## src/rtl/fdc_pkg.sv

```systemverilog
// Shared definitions for the FDC-side head positioner: FSM encoding, default
// timing and Shugart cable polarities.
package fdc_pkg;

  typedef enum logic [2:0] {
    StIdle,
    StDirSetup,
    StPulse,
    StGap,
    StSettle,
    StDone
  } fdc_state_e;

  localparam int unsigned DefTrkW      = 7;
  localparam int unsigned DefMaxTrack  = 79;
  localparam int unsigned DefRecalMax  = 85;
  localparam int unsigned DefDirCyc    = 100;
  localparam int unsigned DefPulseCyc  = 150;
  localparam int unsigned DefStepCyc   = 150000;
  localparam int unsigned DefSettleCyc = 750000;

  localparam logic StepActive   = 1'b0;
  localparam logic StepIdle     = 1'b1;
  localparam logic DirIn        = 1'b0;
  localparam logic DirOut       = 1'b1;
  localparam logic Track0Active = 1'b0;

  function automatic int unsigned max2(int unsigned a, int unsigned b);
    return (a > b) ? a : b;
  endfunction

endpackage

```

## src/rtl/sync_2ff.sv

```systemverilog
// Two-flop synchronizer for a single asynchronous level from the drive cable.
module sync_2ff #(
  parameter logic RESET_VAL = 1'b0
) (
  input  logic clk,
  input  logic rst,
  input  logic d,
  output logic q
);

  logic meta_q;
  logic sync_q;

  always_ff @(posedge clk) begin
    if (rst) begin
      meta_q <= RESET_VAL;
      sync_q <= RESET_VAL;
    end else begin
      meta_q <= d;
      sync_q <= meta_q;
    end
  end

  assign q = sync_q;

endmodule

```

## src/rtl/fdc_seek_ctrl.sv

```systemverilog
// Shugart-interface head positioner: turns seek/recalibrate commands into timed
// step pulses on step_n/dir_n and tracks the current cylinder.
module fdc_seek_ctrl
  import fdc_pkg::*;
#(
  parameter int unsigned TRK_W      = DefTrkW,
  parameter int unsigned MAX_TRACK  = DefMaxTrack,
  parameter int unsigned RECAL_MAX  = DefRecalMax,
  parameter int unsigned DIR_CYC    = DefDirCyc,
  parameter int unsigned PULSE_CYC  = DefPulseCyc,
  parameter int unsigned STEP_CYC   = DefStepCyc,
  parameter int unsigned SETTLE_CYC = DefSettleCyc
) (
  input  logic             clk,
  input  logic             rst,
  input  logic             cmd_valid,
  output logic             cmd_ready,
  input  logic             cmd_recal,
  input  logic [TRK_W-1:0] cmd_track,
  output logic             busy,
  output logic             done,
  output logic             err,
  output logic [TRK_W-1:0] cur_track,
  output logic             track_valid,
  output logic             step_n,
  output logic             dir_n,
  input  logic             track0_n
);

  localparam int unsigned TMR_W = $clog2(max2(max2(STEP_CYC, SETTLE_CYC), DIR_CYC) + 1);
  localparam int unsigned CNT_W = $clog2(RECAL_MAX + 1);

  localparam logic [TMR_W-1:0] DirLoad    = TMR_W'(DIR_CYC - 1);
  localparam logic [TMR_W-1:0] PulseLoad  = TMR_W'(PULSE_CYC - 1);
  localparam logic [TMR_W-1:0] GapLoad    = TMR_W'(STEP_CYC - PULSE_CYC - 1);
  // Loaded with the full count so done lands one cycle after settle expires.
  localparam logic [TMR_W-1:0] SettleLoad = TMR_W'(SETTLE_CYC);
  localparam logic [TRK_W-1:0] MaxTrk     = TRK_W'(MAX_TRACK);
  localparam logic [CNT_W-1:0] RecalMaxC  = CNT_W'(RECAL_MAX);

  fdc_state_e       state_q, state_d;
  logic [TMR_W-1:0] timer_q, timer_d;
  logic [TRK_W-1:0] cur_track_q, cur_track_d;
  logic [TRK_W-1:0] tgt_q, tgt_d;
  logic [CNT_W-1:0] npulse_q, npulse_d;
  logic             track_valid_q, track_valid_d;
  logic             recal_q, recal_d;
  logic             err_q, err_d;
  logic             dir_n_q, dir_n_d;
  logic             step_n_q;
  logic             t0_sync_n;
  logic             t0;
  logic             accept;
  logic             pulse_entry;
  logic [TRK_W-1:0] next_trk;

  sync_2ff #(
    .RESET_VAL(1'b1)
  ) u_t0_sync (
    .clk(clk),
    .rst(rst),
    .d  (track0_n),
    .q  (t0_sync_n)
  );

  assign t0     = (t0_sync_n == Track0Active);
  assign accept = cmd_valid && cmd_ready;

  always_ff @(posedge clk) begin
    if (rst) begin
      state_q       <= StIdle;
      timer_q       <= '0;
      cur_track_q   <= '0;
      tgt_q         <= '0;
      npulse_q      <= '0;
      track_valid_q <= 1'b0;
      recal_q       <= 1'b0;
      err_q         <= 1'b0;
      dir_n_q       <= DirOut;
      step_n_q      <= StepIdle;
    end else begin
      state_q       <= state_d;
      timer_q       <= timer_d;
      cur_track_q   <= cur_track_d;
      tgt_q         <= tgt_d;
      npulse_q      <= npulse_d;
      track_valid_q <= track_valid_d;
      recal_q       <= recal_d;
      err_q         <= err_d;
      dir_n_q       <= dir_n_d;
      step_n_q      <= (state_d == StPulse) ? StepActive : StepIdle;
    end
  end

  always_comb begin
    state_d       = state_q;
    timer_d       = (timer_q != '0) ? timer_q - 1'b1 : timer_q;
    cur_track_d   = cur_track_q;
    tgt_d         = tgt_q;
    npulse_d      = npulse_q;
    track_valid_d = track_valid_q;
    recal_d       = recal_q;
    err_d         = err_q;
    dir_n_d       = dir_n_q;
    pulse_entry   = 1'b0;
    // Saturating step so the cylinder count can never wrap.
    if (dir_n_q == DirIn) begin
      next_trk = (cur_track_q == '1) ? cur_track_q : cur_track_q + 1'b1;
    end else begin
      next_trk = (cur_track_q == '0) ? cur_track_q : cur_track_q - 1'b1;
    end

    unique case (state_q)
      StIdle: begin
        if (accept) begin
          recal_d  = cmd_recal;
          tgt_d    = cmd_track;
          err_d    = 1'b0;
          npulse_d = '0;
          timer_d  = DirLoad;
          if (cmd_recal) begin
            dir_n_d       = DirOut;
            track_valid_d = 1'b0;
            state_d       = StDirSetup;
          end else begin
            dir_n_d = (cmd_track > cur_track_q) ? DirIn : DirOut;
            if (!track_valid_q || (cmd_track > MaxTrk)) begin
              err_d   = 1'b1;
              state_d = StDone;
            end else if (cmd_track == cur_track_q) begin
              state_d = StDone;
            end else begin
              state_d = StDirSetup;
            end
          end
        end
      end
      StDirSetup, StGap: begin
        if (timer_q == '0) pulse_entry = 1'b1;
      end
      StPulse: begin
        if (timer_q == '0) begin
          if (npulse_q != RecalMaxC) npulse_d = npulse_q + 1'b1;
          state_d = StGap;
          timer_d = GapLoad;
          if (!recal_q) begin
            cur_track_d = next_trk;
            if (next_trk == tgt_q) begin
              state_d = StSettle;
              timer_d = SettleLoad;
            end
          end
        end
      end
      StSettle: begin
        if (timer_q == '0) state_d = StDone;
      end
      StDone: state_d = StIdle;
      default: state_d = StIdle;
    endcase

    // Track-0 is only trusted at the boundary before a pulse would start.
    if (pulse_entry) begin
      state_d = StPulse;
      timer_d = PulseLoad;
      if (recal_q) begin
        if (t0) begin
          cur_track_d   = '0;
          track_valid_d = 1'b1;
          state_d       = (npulse_q == '0) ? StDone : StSettle;
          timer_d       = SettleLoad;
        end else if (npulse_q == RecalMaxC) begin
          err_d   = 1'b1;
          state_d = StDone;
        end
      end else if ((dir_n_q == DirOut) && t0) begin
        cur_track_d   = '0;
        track_valid_d = 1'b1;
        err_d         = 1'b1;
        state_d       = StDone;
      end
    end
  end

  always_comb begin
    cmd_ready   = (state_q == StIdle) && !rst;
    busy        = (state_q != StIdle);
    done        = (state_q == StDone);
    err         = (state_q == StDone) && err_q;
    cur_track   = cur_track_q;
    track_valid = track_valid_q;
    step_n      = step_n_q;
    dir_n       = dir_n_q;
  end

endmodule

```

## config.mk

```make
export PLATFORM = sky130hd
export DESIGN_NAME = fdc_seek_ctrl
export DESIGN_NICKNAME = d
export VERILOG_FILES = /design/src/rtl/fdc_pkg.sv /design/src/rtl/sync_2ff.sv /design/src/rtl/fdc_seek_ctrl.sv
export SDC_FILE = /design/constraint.sdc
export NUM_CORES = 1
export LEC_CHECK = 0
export BUFFER_PORTS_ARGS = -buffer_cell sky130_fd_sc_hd__buf_2
export CAP_MARGIN = 20
export CORE_MARGIN = 3
export CORE_UTILIZATION = 45
export DETAILED_ROUTE_END_ITERATION = 8
export GPL_TIMING_DRIVEN = 0
export HOLD_SLACK_MARGIN = 0.15
export PLACE_DENSITY = 0.73
export SKIP_LAST_GASP = 1
export SLEW_MARGIN = 20
export SYNTH_ARGS = -nofsm -noshare
export SYNTH_HDL_FRONTEND = slang
export SYNTH_HIERARCHICAL = 1
export SYNTH_SLANG_ARGS = --single-unit
```

## constraint.sdc

```tcl
create_clock -name clk -period 10.2 [get_ports clk]
set_clock_uncertainty 0.15 [all_clocks]
set_input_delay 0.51 -clock clk [delete_from_list [all_inputs] [get_ports clk]]
set_output_delay 0.51 -clock clk [all_outputs]
set_load 0.02 [all_outputs]
```

==> qor.yml, run 1 <==
place:
  dp_hpwl_um: 6320
  io_buffers: 25
  preCtsSetupSlack_ns: 6.54
  gp_congestion: 0.929
critical_path:
  timing.rr.start: "cur_track[0]$_SDFF_PP0_"
  arrival_ns: 3.77
  startpoint_type: "register"
  crit_chain: "clkbuf_1 -> inv_1 -> ha_1 -> nor2b_1 -> a31oi_1 -> a221oi_1 -> a31o_1 -> or4b_1 -> or4_1 -> buf_6 -> a311oi_2 -> o311ai_1"
  r2r-end: "step_n$_SDFF_PP1_"
  slowest_stage: "or4_1"
  r2r_slack_ns: 6.46
  end_kind: "register"
  crit_type: "register to register"
  required_ns: 10.24
  reg2reg_depth: 12
  critPathMaxStageDelay_ns: 0.55
  crit_fanout: 10
global_route:
  antenna_found_initial: 0
  grt_pass1_wl_um: 14200
  gr-total-overflow: 0
  top_usage_layer: "met2"
  grt_pass1_vias: 2940
  grt_max_degree: 17
  gr-usage-met2_pct: 30.5
  grt_usage_pct: 20.8
  met1_usage_pct: 30.3
  use_met3_pct: 2.90
route:
  vias: 3210
  drc: 0
  via_per_inst: 5.86
  wl_per_cell_um: 15.7
  routed_wl_um: 8630
  dr.pass1.iters: 5
  drt_iter0_drc: 246
  ant_nets: 0
worst_hold_path:
  min_from: "track0_n"
  hold_path_depth: 2
  min_path_type: "input pin to register"
  min_to: "u_t0_sync/meta_q$_SDFF_PP1_"
synth:
  async_reset_ff_share_pct: 0
  synthFlopType: "dfxtp_1"
  synth_nets: 445
  syn_area_per_cell_um2: 7.81
  yosys_warnings: 6
  netlist_area_um2: 3270
  synth_edf_count: 0
  synth_seq_cells: 51
  synth_cell_types: 62
  synth_cells: 419
  yosysSeqAreaShare_pct: 31.2
clocking:
  cts-root-buf: "clkbuf_8"
  cts_buffers: 5
  cts_tree: "yes"
  cts_max_level: 2
  cts_hold_buf: 0
  post_cts_resized: 0
  cts_sinks: 51
  clock_path_buffers: 2
  path_clk_slew_ns: 0.10
  clock_latency_ns: 0.32
  cts_setup_buffers: 0
layout:
  multiInputGateArea_um2: 2070
  drive_above_1_share_pct: 11.5
  nFillCells: 701
  final_cell_mix: "dfxtp_1, nor2_1, nand2_1"
  area_growth_syn_to_layout_pct: 10.5
  seqCellArea_um2: 1020
  nNetsFinal: 477
  layout_commonest_cell: "dfxtp_1"
  num_antenna_cells: 0
power_and_ir_drop:
  p_per_area_nw_per_um2: 215
  ir_drop_mv: 0.0708
  p_leak_nw: 1.43
timing:
  max_freq_mhz: 268
  tightest_slew_ns: 0.766
  finalCritPeriodShare_pct: 36.6
  max_slew_margin_pct: 48.6
  fin_setup_tns_ns: 0
  setup_viol: 0
  setup_slack_ns: 6.46
  hold_violations: 0
  drv_slew: 0
  rsz0062_at_grt: "false"
  final.min_clock_period_ns: 3.74
floorplan:
  core_area_um2: 6910
  num_rows: 30
  die_y_um: 91.3
  die_area_um2: 8330
  die_w_um: 91.3
  initial_core_util_pct: 47.4
  ios: 26
status:
  status: "complete, no violations"
flow_run:
  cap_violations: 0
[layer usage]
layer,wire (um),vias up
li1,-,1571
met1,4290,1483
met2,3620,141
met3,525,15
met4,186,0
met5,0,-
[power breakdown]
group | switching (mW) | internal, mW
sequential | 0.0368 | 0.239
combinational | 0.212 | 0.157
clock | 0.0749 | 0.0556
total | 0.324 | 0.452
[kinds of logic after synthesis]
group / after synthesis / synth area share, %
mux: 2 / 0.612
buf+inv: 41 / 5.55
flops: 51 / 31.2
fa+ha+maj: 14 / 5.36
compound gates: 94 / 19.4
xor+xnor: 31 / 8.30
simple gates: 186 / 29.6
[sequential cells by signal (all words and copies together), names as in the netlist]
name              count
dir_n                 1
state_q               3
npulse_q              7
err_q                 1
cur_track             7
timer_q              20
u_t0_sync/meta_q      1
u_t0_sync/q           1
track_valid           1
recal_q               1
step_n                1
tgt_q                 7
[Yosys cell counts (all sizes together) (2+ instances only)]
master | instances | share of area (%)
ha | 14 | 5.4
buf | 8 | 1.8
nor2b | 3 | 0.57
clkbuf | 15 | 1.7
and2 | 6 | 1.1
a211oi | 3 | 0.69
nor3 | 15 | 2.3
o311ai | 2 | 0.54
or2 | 4 | 0.76
a21o | 2 | 0.46
and4 | 4 | 1.1
a31oi | 16 | 3.1
a311o | 2 | 0.61
a21oi | 23 | 3.5
nand4 | 10 | 1.9
xnor2 | 18 | 4.8
nor4b | 2 | 0.54
nor4 | 6 | 1.6
o21a | 5 | 1.1
or4 | 3 | 0.69
inv | 18 | 2.1
o31a | 2 | 0.54
nand3b | 7 | 1.6
nor3b | 4 | 1.1
nand3 | 13 | 2.0
dfxtp | 51 | 31
nand2 | 42 | 4.8
nor2 | 50 | 5.7
a31o | 6 | 1.6
mux2i | 2 | 0.61
or3 | 5 | 0.96
a221oi | 4 | 1.1
nand2b | 8 | 1.8
xor2 | 13 | 3.5
o21ai | 15 | 2.3
[cell type report]
| class | instances | area share (%) |
|---|---|---|
| Multi-Input combinational cell | 327 | 57.2 |
| Sequential cell | 51 | 28.2 |
| Timing Repair Buffer | 25 | 3.46 |
| Tap cell | 96 | 3.32 |
| Buffer | 23 | 3.15 |
| Clock buffer | 6 | 2.28 |
| Inverter | 18 | 1.87 |
| Clock inverter | 2 | 0.450 |
[per-stage QoR]
stage / total power, mW / hold slack [ns] / cell area [um^2] / utilization, % / std cells
global placement: 0.636 / 0.241 / 3520 / 50.9 / 540
detailed placement: 0.641 / 0.270 / 3520 / 50.9 / 540
CTS: 0.774 / 0.209 / 3610 / 52.3 / 548
finish: 0.776 / 0.215 / 3610 / 52.3 / 548
global route: 0.834 / 0.225 / 3610 / 52.3 / 548
floorplan: 0.564 / 0.233 / 3270 / - / 419
[critical path, delay by kind of cell (launching register included)]
family                     cells  cell delay [ns]
and+or+nand+nor                3             1.23
AOI/OAI and AO/OA              5             1.00
buffers and inverters          3             0.58
DFF                            1             0.42
adders and majority gates      1             0.22
[worst max path at each step]
stage,from,to,slack (ns),cells after the start
6_report,cur_track[0]$_SDFF_PP0_,step_n$_SDFF_PP1_,6.46,12
5_1_grt,cur_track[0]$_SDFF_PP0_,step_n$_SDFF_PP1_,6.29,12
4_1_cts,cur_track[0]$_SDFF_PP0_,step_n$_SDFF_PP1_,6.51,12
3_5_place_dp,cur_track[0]$_SDFF_PP0_,step_n$_SDFF_PP1_,6.54,12
3_3_place_gp,cur_track[0]$_SDFF_PP0_,step_n$_SDFF_PP1_,6.54,12
2_1_floorplan,cur_track[0]$_SDFF_PP0_,step_n$_SDFF_PP1_,6.74,12
Note: power is estimated with default switching activity, not from simulation.
==> run 2, diff against run 1 <==
- clock period: 10.2 -> 3.7 ns (I/O delays scaled with it)
==> run 2 against run 1 <==
  * Setup slack got worse by 6.3 ns
  * Critical path depth unchanged
  * Flip-flop and latch count is the same
  * Fmax grew 5.6%
  * Total power rose to 2.8 times the previous value
  * Global-route usage increased by 0.35 points
  * Critical endpoint unchanged
  * Clock-buffer cell count stayed put
  * Largest cell class unchanged
==> qor.yml, run 2 (synthesized netlist as in run 1, its figures left out) <==
timing:
  finalCritPeriodShare_pct: 95.7  # was 36.6%
  hold_violations: 0  # unchanged
  fin_hold_ws_ns: 0.216  # was 0.215 ns
  drv_slew: 0  # unchanged
  tightest_slew_ns: 0.771  # was 0.766 ns
  setup_viol: 0  # unchanged
  rsz0062_at_grt: "false"  # unchanged
  fin_setup_tns_ns: 0  # unchanged
  final.min_clock_period_ns: 3.54  # was 3.74 ns
  max_freq_mhz: 283  # was 268 MHz
  max_slew_margin_pct: 48.2  # was 48.6%
critical_path:
  crit_fanout: 10  # unchanged
  critPathMaxStageDelay_ns: 0.55  # about the same
  reg2reg_depth: 12  # unchanged
  arrival_ns: 3.58  # was 3.77 ns
  path_buf_inv: 3  # unchanged
  crit_chain: "clkbuf_4 -> inv_1 -> ha_1 -> nor2b_1 -> a31oi_1 -> a221oi_1 -> a31o_1 -> or4b_1 -> or4_1 -> buf_6 -> a311oi_2 -> o311ai_1"  # was clkbuf_1 -> inv_1 -> ha_1 -> nor2b_1 -> a31oi_1 -> a221oi_1 -> a31o_1 -> or4b_1 -> or4_1 -> buf_6 -> a311oi_2 -> o311ai_1
  required_ns: 3.74  # was 10.24 ns
  critPathTopFamily: "simple AND/OR/NAND/NOR gates"  # unchanged
  end_kind: "register"  # unchanged
  timing.rr.start: "cur_track[0]$_SDFF_PP0_"  # unchanged
  startpoint_type: "register"  # unchanged
  slowest_stage: "or4_1"  # unchanged
  r2r-end: "step_n$_SDFF_PP1_"  # unchanged
  r2r_slack_ns: 0.16  # was 6.46 ns
  crit_type: "register to register"  # unchanged
worst_hold_path:
  min_path_type: "input pin to register"  # unchanged
  min_to: "timer_q[0]$_SDFF_PP0_"  # was u_t0_sync/meta_q$_SDFF_PP1_
  hold_path_depth: 5  # was 2
  min_from: "cmd_valid"  # was track0_n
route:
  ant_nets: 0  # unchanged
  wl_per_cell_um: 15.6  # was 15.7 um
  vias: 3235  # was 3,210
  via_per_inst: 5.79  # was 5.86
  drc: 0  # unchanged
  drt_iter0_drc: 308  # was 246
  routed_wl_um: 8700  # was 8630 um
  dr.pass1.iters: 5  # unchanged
place:
  dp_hpwl_um: 6320  # unchanged
  io_buffers: 25  # unchanged
  gp_congestion: 0.929  # unchanged
power_and_ir_drop:
  intPower_mw: 1.25  # was 452 uW
  power_frac_comb_pct: 47.8  # was 47.6%
  net-switching-power_uw: 891  # was 324 uW
  p_clk_share_pct: 16.8  # about the same
  p_per_area_nw_per_um2: 575  # was 215 nW/um^2
  seqPwrFrac_pct: 35.4  # was 35.6%
  ir_drop_mv: 0.197  # was 0.0708 mV
  p_leak_nw: 1.48  # was 1.43 nW
  swShare_pct: 41.5  # was 41.7%
floorplan:
  die_area_um2: 8330  # unchanged
  initial_core_util_pct: 47.4  # unchanged
  die_w_um: 91.3  # unchanged
  die_y_um: 91.3  # unchanged
  ios: 26  # unchanged
  core_area_um2: 6910  # unchanged
  num_rows: 30  # unchanged
layout:
  largest_register_ffs: 20  # unchanged
  regMostFlops: "timer_q"  # unchanged
  drive_above_1_share_pct: 11.7  # was 11.5%
  area_growth_syn_to_layout_pct: 14.0  # was 10.5%
  final_cell_mix: "nor2_1, dfxtp_1, nand2_1"  # was dfxtp_1, nor2_1, nand2_1
  nNetsFinal: 488  # was 477
  num_antenna_cells: 0  # unchanged
global_route:
  grt_usage_pct: 21.1  # was 20.8%
  grt_pass1_wl_um: 14400  # was 14,200 um
  gr-total-overflow: 0  # unchanged
  antenna_found_initial: 0  # unchanged
  grt_pass1_vias: 2973  # was 2,940
  grt_max_degree: 17  # unchanged
clocking:
  cts_sinks: 51  # unchanged
  clock_latency_ns: 0.32  # about the same
  clock_path_buffers: 2  # unchanged
  cts_max_level: 2  # unchanged
  cts-root-buf: "clkbuf_8"  # unchanged
  path_clk_slew_ns: 0.10  # about the same
  cts_buffers: 5  # unchanged
  cts_tree: "yes"  # unchanged
status:
  status: "complete, no violations"  # unchanged
flow_run:
  cap_violations: 0  # unchanged
run 2: metrics by stage:
step / setup WS [ns] / instances / area, um^2 / util, % / power [mW]
final: 0.161 / 559 / 3730 / 54.0 / 2.15
after global placement: 0.0370 / 540 / 3520 / 50.9 / 1.75
after CTS: 0.0145 / 559 / 3720 / 53.9 / 2.14
after global routing: 0.0106 / 559 / 3730 / 54.0 / 2.31
after floorplan: 0.239 / 419 / 3270 / - / 1.56
after detailed placement: 0.0390 / 540 / 3520 / 50.9 / 1.77
run 2: how the worst max path moves through the flow:
stage | start | endpoint | slack (ns) | cells past startpoint
floorplan | cur_track[0]$_SDFF_PP0_ | step_n$_SDFF_PP1_ | 0.24 | 12
global placement | cur_track[0]$_SDFF_PP0_ | step_n$_SDFF_PP1_ | 0.04 | 12
detailed placement | cur_track[0]$_SDFF_PP0_ | step_n$_SDFF_PP1_ | 0.04 | 12
CTS | cur_track[0]$_SDFF_PP0_ | step_n$_SDFF_PP1_ | 0.01 | 12
global route | cur_track[0]$_SDFF_PP0_ | step_n$_SDFF_PP1_ | 0.01 | 12
finish | cur_track[0]$_SDFF_PP0_ | step_n$_SDFF_PP1_ | 0.16 | 12
run 2: what timing repair did:
action,in CTS,in global routing
endpoints found under the setup margin,0,10
hold buffers,11,0
gates resized for setup,0,5
hold endpoints to repair,13,0
setup buffers,0,0
run 2: worst reg2reg max path: stages, from the launching register on:
cell      delay (ns)
dfxtp_1         0.41
clkbuf_4        0.21
inv_1           0.07
ha_1            0.20
nor2b_1         0.18
a31oi_1         0.22
a221oi_1        0.11
a31o_1          0.19
or4b_1          0.50
or4_1           0.55
buf_6           0.17
a311oi_2        0.28
o311ai_1        0.16
run 2: layout make-up:
| type | instances | area (um^2) |
|---|---|---|
| multi-input cells | 327 | 2070 |
| clock inverters | 2 | 16.3 |
| inverters | 18 | 67.6 |
| flip-flops and latches | 51 | 1020 |
| repair buffers | 36 | 235 |
| well taps | 96 | 120 |
| fillers | 694 | 3180 |
| clock buffers | 6 | 82.6 |
| plain buffers | 23 | 118 |
run 2: layer usage:
metal  wire [um]  track usage [%]  share of wire (%)  vias to the layer above
met5           0                0                  0                        -
met2        3740             31.8                 43                      121
met4         182             8.17                2.1                        0
met1        4210             30.6                 48                     1508
li1            -                -                  -                     1591
met3         569             2.65                6.5                       15
run 2: power groups by stage:
stage	Clock [mW]	Sequential, mW	Combinational [mW]
after floorplan	0	0.750	0.806
after detailed placement	0	0.773	0.994
after CTS	0.369	0.760	1.01
after global routing	0.389	0.779	1.14
final	0.360	0.761	1.03
after global placement	0	0.767	0.986
